## src/rtl/seg_pkg.sv

```systemverilog
// Shared constants and the active-low seven-segment glyph table for the scanned display.
package seg_pkg;

    localparam int NIBBLE_W = 4;
    localparam logic [6:0] GLYPH_BLANK = 7'b1111111;

    // Segment order and polarity follow the board wiring; 0 lights a segment.
    function automatic logic [6:0] glyph(input logic [NIBBLE_W-1:0] nibble);
        logic [6:0] pattern;
        case (nibble)
            4'h0: pattern = 7'b0001000;
            4'h1: pattern = 7'b1101101;
            4'h2: pattern = 7'b0100010;
            4'h3: pattern = 7'b0100100;
            4'h4: pattern = 7'b1000101;
            4'h5: pattern = 7'b0010100;
            4'h6: pattern = 7'b0010000;
            4'h7: pattern = 7'b0101101;
            4'h8: pattern = 7'b0000000;
            4'h9: pattern = 7'b0000100;
            4'hA: pattern = 7'b0000001;
            4'hB: pattern = 7'b1010000;
            4'hC: pattern = 7'b0011010;
            4'hD: pattern = 7'b1100000;
            4'hE: pattern = 7'b0010010;
            default: pattern = 7'b0010011;
        endcase
        return pattern;
    endfunction

endpackage

```

## src/rtl/seg_glyph_rom.sv

```systemverilog
// Combinational hex nibble to active-low segment pattern lookup.
module seg_glyph_rom
    import seg_pkg::*;
(
    input  logic [NIBBLE_W-1:0] nibble,
    output logic [6:0]          pattern
);

    assign pattern = glyph(nibble);

endmodule

```

## src/rtl/seg_scan_display.sv

```systemverilog
// Multi-digit seven-segment scanner with guard gap and tear-free shadow loading.
// Optional SEG_LEADING_ZERO_BLANK_EN suppresses leading zero digits (digit 0 always shown).
module seg_scan_display
    import seg_pkg::*;
#(
    parameter int DIGITS        = 4,
    parameter int SLOT_CYCLES   = 50000,
    parameter int GUARD_CYCLES  = 500,
    parameter bit AN_ACTIVE_LOW = 1'b1
) (
    input  logic                       CLK,
    input  logic                       RST_N,
    input  logic [NIBBLE_W*DIGITS-1:0] NUM,
    input  logic [DIGITS-1:0]          DP_IN,
    input  logic [DIGITS-1:0]          BLANK,
    input  logic                       LOAD,
    output logic [6:0]                 SEG,
    output logic                       DP,
    output logic [DIGITS-1:0]          AN,
    output logic                       SCAN_TICK
);

    localparam int CW = (SLOT_CYCLES > 1) ? $clog2(SLOT_CYCLES) : 1;
    localparam int IW = (DIGITS > 1) ? $clog2(DIGITS) : 1;

    localparam logic [CW-1:0]     LAST_CNT = CW'(SLOT_CYCLES - 1);
    localparam logic [CW-1:0]     GUARD_C  = CW'(GUARD_CYCLES);
    localparam logic [IW-1:0]     LAST_IDX = IW'(DIGITS - 1);
    localparam logic [DIGITS-1:0] AN_OFF   = AN_ACTIVE_LOW ? {DIGITS{1'b1}} : {DIGITS{1'b0}};

    logic [CW-1:0]       cnt_q, cnt_d;
    logic [IW-1:0]       idx_q, idx_d;
    logic [NIBBLE_W-1:0] num_in [DIGITS];
    logic [NIBBLE_W-1:0] shadow_num_q [DIGITS];
    logic [NIBBLE_W-1:0] shadow_num_d [DIGITS];
    logic [DIGITS-1:0]   shadow_dp_q, shadow_dp_d;
    logic [DIGITS-1:0]   shadow_blank_q, shadow_blank_d;

    // Value of the lit digit, frozen at the start of its drive phase.
    logic [NIBBLE_W-1:0] cur_num_q, cur_num_d;
    logic                cur_dp_q, cur_dp_d;
    logic                cur_blank_q, cur_blank_d;

    logic [6:0]          seg_q, seg_d;
    logic                dp_q, dp_d;
    logic [DIGITS-1:0]   an_q, an_d;
    logic                tick_q, tick_d;

    logic [DIGITS-1:0]   an_sel;
    logic [DIGITS-1:0]   lz_blank;
    logic [DIGITS-1:0]   eff_blank;
    logic [6:0]          glyph_pat;
    logic                slot_last;
    logic                drive_start;
    logic                in_guard;

    genvar gi;
    generate
        for (gi = 0; gi < DIGITS; gi++) begin : g_digit
            assign num_in[gi] = NUM[gi*NIBBLE_W +: NIBBLE_W];
            assign an_sel[gi] = (idx_q == IW'(gi));
        end
    endgenerate

`ifdef SEG_LEADING_ZERO_BLANK_EN
    // Walk down from the most significant digit while every digit seen is zero.
    always_comb begin
        logic zero_run;
        zero_run = 1'b1;
        lz_blank = '0;
        for (int i = DIGITS - 1; i >= 0; i--) begin
            zero_run    = zero_run & (shadow_num_q[i] == '0);
            lz_blank[i] = zero_run & (i != 0);
        end
    end
`else
    assign lz_blank = '0;
`endif

    assign eff_blank = shadow_blank_q | lz_blank;

    always_comb begin
        shadow_num_d   = shadow_num_q;
        shadow_dp_d    = shadow_dp_q;
        shadow_blank_d = shadow_blank_q;
        if (LOAD) begin
            shadow_num_d   = num_in;
            shadow_dp_d    = DP_IN;
            shadow_blank_d = BLANK;
        end
    end

    always_comb begin
        slot_last = (cnt_q == LAST_CNT);
        cnt_d     = slot_last ? '0 : cnt_q + CW'(1);
        idx_d     = idx_q;
        tick_d    = 1'b0;
        if (slot_last) begin
            if (idx_q == LAST_IDX) begin
                idx_d  = '0;
                tick_d = 1'b1;
            end else begin
                idx_d = idx_q + IW'(1);
            end
        end
    end

    always_comb begin
        drive_start = (cnt_q == GUARD_C);
        in_guard    = (cnt_q < GUARD_C);
        cur_num_d   = cur_num_q;
        cur_dp_d    = cur_dp_q;
        cur_blank_d = cur_blank_q;
        if (drive_start) begin
            cur_num_d   = shadow_num_q[idx_q];
            cur_dp_d    = shadow_dp_q[idx_q];
            cur_blank_d = eff_blank[idx_q];
        end
    end

    seg_glyph_rom u_glyph_rom (
        .nibble  (cur_num_d),
        .pattern (glyph_pat)
    );

    always_comb begin
        seg_d = GLYPH_BLANK;
        dp_d  = 1'b1;
        an_d  = AN_OFF;
        if (!in_guard) begin
            an_d = AN_ACTIVE_LOW ? ~an_sel : an_sel;
            if (!cur_blank_d) begin
                seg_d = glyph_pat;
                dp_d  = ~cur_dp_d;
            end
        end
    end

    always_ff @(posedge CLK or negedge RST_N) begin
        if (!RST_N) begin
            cnt_q          <= '0;
            idx_q          <= '0;
            shadow_dp_q    <= '0;
            shadow_blank_q <= '0;
            cur_num_q      <= '0;
            cur_dp_q       <= 1'b0;
            cur_blank_q    <= 1'b0;
            seg_q          <= GLYPH_BLANK;
            dp_q           <= 1'b1;
            an_q           <= AN_OFF;
            tick_q         <= 1'b0;
            for (int i = 0; i < DIGITS; i++) begin
                shadow_num_q[i] <= '0;
            end
        end else begin
            cnt_q          <= cnt_d;
            idx_q          <= idx_d;
            shadow_dp_q    <= shadow_dp_d;
            shadow_blank_q <= shadow_blank_d;
            cur_num_q      <= cur_num_d;
            cur_dp_q       <= cur_dp_d;
            cur_blank_q    <= cur_blank_d;
            seg_q          <= seg_d;
            dp_q           <= dp_d;
            an_q           <= an_d;
            tick_q         <= tick_d;
            for (int i = 0; i < DIGITS; i++) begin
                shadow_num_q[i] <= shadow_num_d[i];
            end
        end
    end

    assign SEG       = seg_q;
    assign DP        = dp_q;
    assign AN        = an_q;
    assign SCAN_TICK = tick_q;

endmodule

```

## config.mk

```make
export PLATFORM = sky130hd
export DESIGN_NAME = seg_scan_display
export DESIGN_NICKNAME = d
export VERILOG_FILES = /design/src/rtl/seg_pkg.sv /design/src/rtl/seg_glyph_rom.sv /design/src/rtl/seg_scan_display.sv
export SDC_FILE = /design/constraint.sdc
export NUM_CORES = 1
export LEC_CHECK = 0
export CAP_MARGIN = 10
export CORE_MARGIN = 5
export CORE_UTILIZATION = 38
export DETAILED_ROUTE_END_ITERATION = 7
export PLACE_DENSITY = 0.57
export SYNTH_ARGS = -nofsm -noshare
export SYNTH_HDL_FRONTEND = slang
export SYNTH_SLANG_ARGS = --single-unit
```

## constraint.sdc

```tcl
create_clock -name CLK -period 3.1 [get_ports CLK]
set_input_delay 0.465 -clock CLK [delete_from_list [all_inputs] [get_ports CLK]]
set_output_delay 0.465 -clock CLK [all_outputs]
set_load 0.05 [all_outputs]
```

==> results by group <==
Route
  • Via Count: 1,840
  • Antenna-violating nets left: 0
  • Router iterations before antenna repair: 4
  • Violation count after the first detailed-routing iteration: 61
  • Average wire per standard cell: 14.1 um
  • Post-detailed-route via-to-cell ratio: 4.80
  • DRC viols: 0
  • Total Wirelength: 5.40 mm

Outcome
  • Outcome: finished clean

Layout
  • NumNets Final: 319
  • Antenna cells: 0
  • Total area of sequential cells: 1540 um2
  • Proportion of layout cells with a drive suffix above 1: 0.268
  • Filler instances: 663
  • Growth of design area from synthesis to finish: 27.4%
  • Post-Route Utilization: 0.502
  • Total area of multi-input combinational cells: 1270 um2

STA
  • Worst relative slew slack: 0.503
  • Final worst setup slack: 359 ps
  • Final setup violation count: 0
  • Unrepaired setup endpoints after global routing: false
  • Final setup skew: 5.85 ps
  • Final period util: 0.884
  • Final critical path time including I/O delays and setup: 2740 ps
  • Max Slew Vio Count: 0
  • Endpoints failing hold: 0
  • Top achievable clock speed: 0.365 GHz
  • Setup_tns: 0 ps
  • Pin slew with the least headroom to its limit: 745 ps

Critical path
  • CP Max Fanout: 6
  • Number of cell instances on the worst register-to-register path: 8
  • Startpoint of the lowest-slack register-to-register path: cnt_q[11]$_DFF_PN0_
  • Setup CP Type: register to register
  • Flop-to-flop setup slack: 360 ps
  • Arrival time of the worst setup path: 2980 ps
  • Terminus of the critical flop-to-flop path: SEG[6]$_DFF_PN1_
  • Worst Setup End Kind: register
  • CP startpoint kind: register
  • Critical path data required time: 3340 ps

Synthesis
  • Number of instances in the synthesized netlist: 227
  • Synth Warn #: 0
  • Sequential cell area fraction in the yosys report: 0.534
  • Cell area after synthesis: 2890 um2
  • Count of different cell masters after synthesis: 40
  • Number of synthesized flops with an enable pin: 0
  • Synthesis-stage register bit count: 61
  • Syn avg cell area: 12.7 um2
  • Most frequently used flop master after synthesis: sky130_fd_sc_hd__dfrtp_1
  • Async set-or-reset flop fraction in the synthesized netlist: 1.00
  • Net Count, Synth: 267

Floorplanning
  • Width of the die: 97.2 um
  • Placeable Area: 7330 um2
  • I/O pin cnt: 40
  • Effective utilization at floorplan: 0.394
  • Number of standard-cell rows in the floorplan: 31
  • Floorplan die area: 9450 um2
  • Die Ht: 97.2 um

Placement
  • Routability congestion estimate: 0.839
  • Place WS: 356 ps
  • HPWL after detailed placement: 3.90 mm
  • Number of buffers inserted by port buffering: 39

Hold path
  • Hold Path Class: input port to asynchronous set/reset pin

Clock network
  • Clock Root Buffer: sky130_fd_sc_hd__clkbuf_8
  • Count of H-tree levels built during CTS: 3
  • Clock Pin Slew Worst Setup and Hold Paths: 70 ps
  • Post-cts sizing count: 0
  • Sinks on Clock Net: 61
  • Insertion delay to the later sink of the worst-skew pair: 330 ps
  • Total setup buffers inserted after CTS: 0
  • CTS tree: built
  • Cts bufs inserted: 9
  • Number of buffers inserted by hold repair at cts: 0
  • Maximum number of buffers from clock root to sink: 2

Pwr
  • Maximum resistive drop on vdd: 0.000204 V
  • Power density over the cells: 490 nW/um2
  • Leakage component of the power: 1.55 nW

Flow run
  • Number of maximum-capacitance violations: 0

Global routing
  • Pin count of the biggest net entering global routing: 62
  • Number of global-route vias before repair: 1,913
  • Wire length of the first global-routing pass: 9.12 mm
  • Antenna violations before repair: 0
  • Remaining global-route overflow: 0
  • Global routing usage summed across all routing layers: 0.122
## how the worst max path moves through the flow
| stage | from | endpoint | slack [ps] | cells after the start |
|---|---|---|---|---|
| after global routing | cnt_q[11]$_DFF_PN0_ | SEG[3]$_DFF_PN1_ | 240 | 7 |
| after detailed placement | cnt_q[11]$_DFF_PN0_ | SEG[6]$_DFF_PN1_ | 360 | 8 |
| after CTS | cnt_q[11]$_DFF_PN0_ | SEG[6]$_DFF_PN1_ | 350 | 8 |
| final | cnt_q[11]$_DFF_PN0_ | SEG[6]$_DFF_PN1_ | 360 | 8 |
| after floorplan | cnt_q[11]$_DFF_PN0_ | SEG[3]$_DFF_PN1_ | 2 | 7 |
| after global placement | cnt_q[11]$_DFF_PN0_ | SEG[6]$_DFF_PN1_ | 390 | 8 |
## state kept, by name (all words and copies together), names as in the netlist
signal and cells:
cur_dp_q 1, cnt_q 16, eff_blank 4, AN 4, SCAN_TICK 1, shadow_dp_q 4, DP 1, idx_q 2
cur_num_q 4, shadow_num_q 16, SEG 7, cur_blank_q 1
## logic make-up (layout without fill, tap and decap cells)
family                     Yosys count  after routing  synth area share
xor gates and xnor gates            15             15            0.0455
and+or+nand+nor                     61             61             0.112
buffers and inverters               19             76            0.0251
adders and majority gates           13             13            0.0563
muxes                               42             42             0.186
DFF                                 61             61             0.534
AOI/OAI and AO/OA                   16             16            0.0416
## per-layer routing
| metal | up-vias | routed length [um] | track usage |
|---|---|---|---|
| met2 | 39 | 2460 | 0.180 |
| met4 | 0 | 114 | 0.0680 |
| li1 | 907 | - | - |
| met5 | - | 0 | 0 |
| met3 | 11 | 196 | 0.0273 |
| met1 | 883 | 2640 | 0.164 |
## Yosys cell counts (3+ instances only)
cell | n | area, um2
sky130_fd_sc_hd__dfrtp_1 | 49 | 1230
sky130_fd_sc_hd__mux2_2 | 27 | 304
sky130_fd_sc_hd__nor2_1 | 19 | 71.3
sky130_fd_sc_hd__ha_1 | 13 | 163
sky130_fd_sc_hd__nand2_1 | 13 | 48.8
sky130_fd_sc_hd__dfstp_2 | 12 | 315
sky130_fd_sc_hd__inv_1 | 11 | 41.3
sky130_fd_sc_hd__xnor2_1 | 10 | 87.6
sky130_fd_sc_hd__clkbuf_1 | 7 | 26.3
sky130_fd_sc_hd__mux2i_1 | 7 | 70.1
sky130_fd_sc_hd__nand3_1 | 7 | 35.0
sky130_fd_sc_hd__mux4_2 | 6 | 135
sky130_fd_sc_hd__xor2_1 | 5 | 43.8
sky130_fd_sc_hd__nand4_1 | 4 | 25.0
sky130_fd_sc_hd__o21ai_0 | 4 | 20.0
sky130_fd_sc_hd__a221o_1 | 3 | 30.0
sky130_fd_sc_hd__nor3_1 | 3 | 15.0
sky130_fd_sc_hd__nor4_1 | 3 | 18.8
## stage by stage
step | std cells | power (mW) | cell area (um2) | hold WS [ps]
final | 383 | 1.80 | 3680 | 280
after global routing | 383 | 1.88 | 3680 | 363
after CTS | 383 | 1.83 | 3680 | 305
after detailed placement | 367 | 0.969 | 3440 | 491
after global placement | 367 | 0.966 | 3440 | 486
after floorplan | 227 | 0.906 | 2890 | 169
## cells in the final DEF, fill, tap and decap left out, types with 2 or more instances in the layout
cell and n:
sky130_fd_sc_hd__ha_1 13, sky130_fd_sc_hd__a221o_1 3, sky130_fd_sc_hd__inv_1 11, sky130_fd_sc_hd__mux2i_1 7, sky130_fd_sc_hd__dfstp_2 12, sky130_fd_sc_hd__nand4_1 4
sky130_fd_sc_hd__bufinv_16 3, sky130_fd_sc_hd__and4_1 2, sky130_fd_sc_hd__o211ai_1 2, sky130_fd_sc_hd__nand2_1 13, sky130_fd_sc_hd__nor3_1 3, sky130_fd_sc_hd__clkdlybuf4s50_1 38
sky130_fd_sc_hd__mux4_2 6, sky130_fd_sc_hd__nor4_1 3, sky130_fd_sc_hd__clkinv_2 2, sky130_fd_sc_hd__dfrtp_1 49, sky130_fd_sc_hd__o21ai_0 4, sky130_fd_sc_hd__clkbuf_1 2
sky130_fd_sc_hd__nor2_1 19, sky130_fd_sc_hd__xnor2_1 10, sky130_fd_sc_hd__mux2_2 27, sky130_fd_sc_hd__buf_4 9, sky130_fd_sc_hd__clkbuf_8 10, sky130_fd_sc_hd__xor2_1 5
sky130_fd_sc_hd__nand3_1 7
## critical path: stages (launching register included)
cell,delay [ps]
sky130_fd_sc_hd__dfrtp_1,440
sky130_fd_sc_hd__or4_4,590
sky130_fd_sc_hd__nor4_4,390
sky130_fd_sc_hd__mux2i_1,140
sky130_fd_sc_hd__buf_4,180
sky130_fd_sc_hd__ha_1,220
sky130_fd_sc_hd__or3b_2,470
sky130_fd_sc_hd__o2111ai_1,100
sky130_fd_sc_hd__o211ai_1,110
## layout make-up
class	instances	share of cell area
Timing Repair Buffer	48	0.123
Clock inverter	4	0.0258
Inverter	12	0.0126
Multi-Input combinational cell	147	0.346
Sequential cell	61	0.419
Clock buffer	12	0.0394
Tap cell	99	0.0337
## report_power, final
part           internal, mW  switching (mW)
Clock                 0.556           0.296
Sequential            0.828          0.0147
Combinational        0.0687          0.0401
Note: power is estimated with default switching activity, not from simulation.
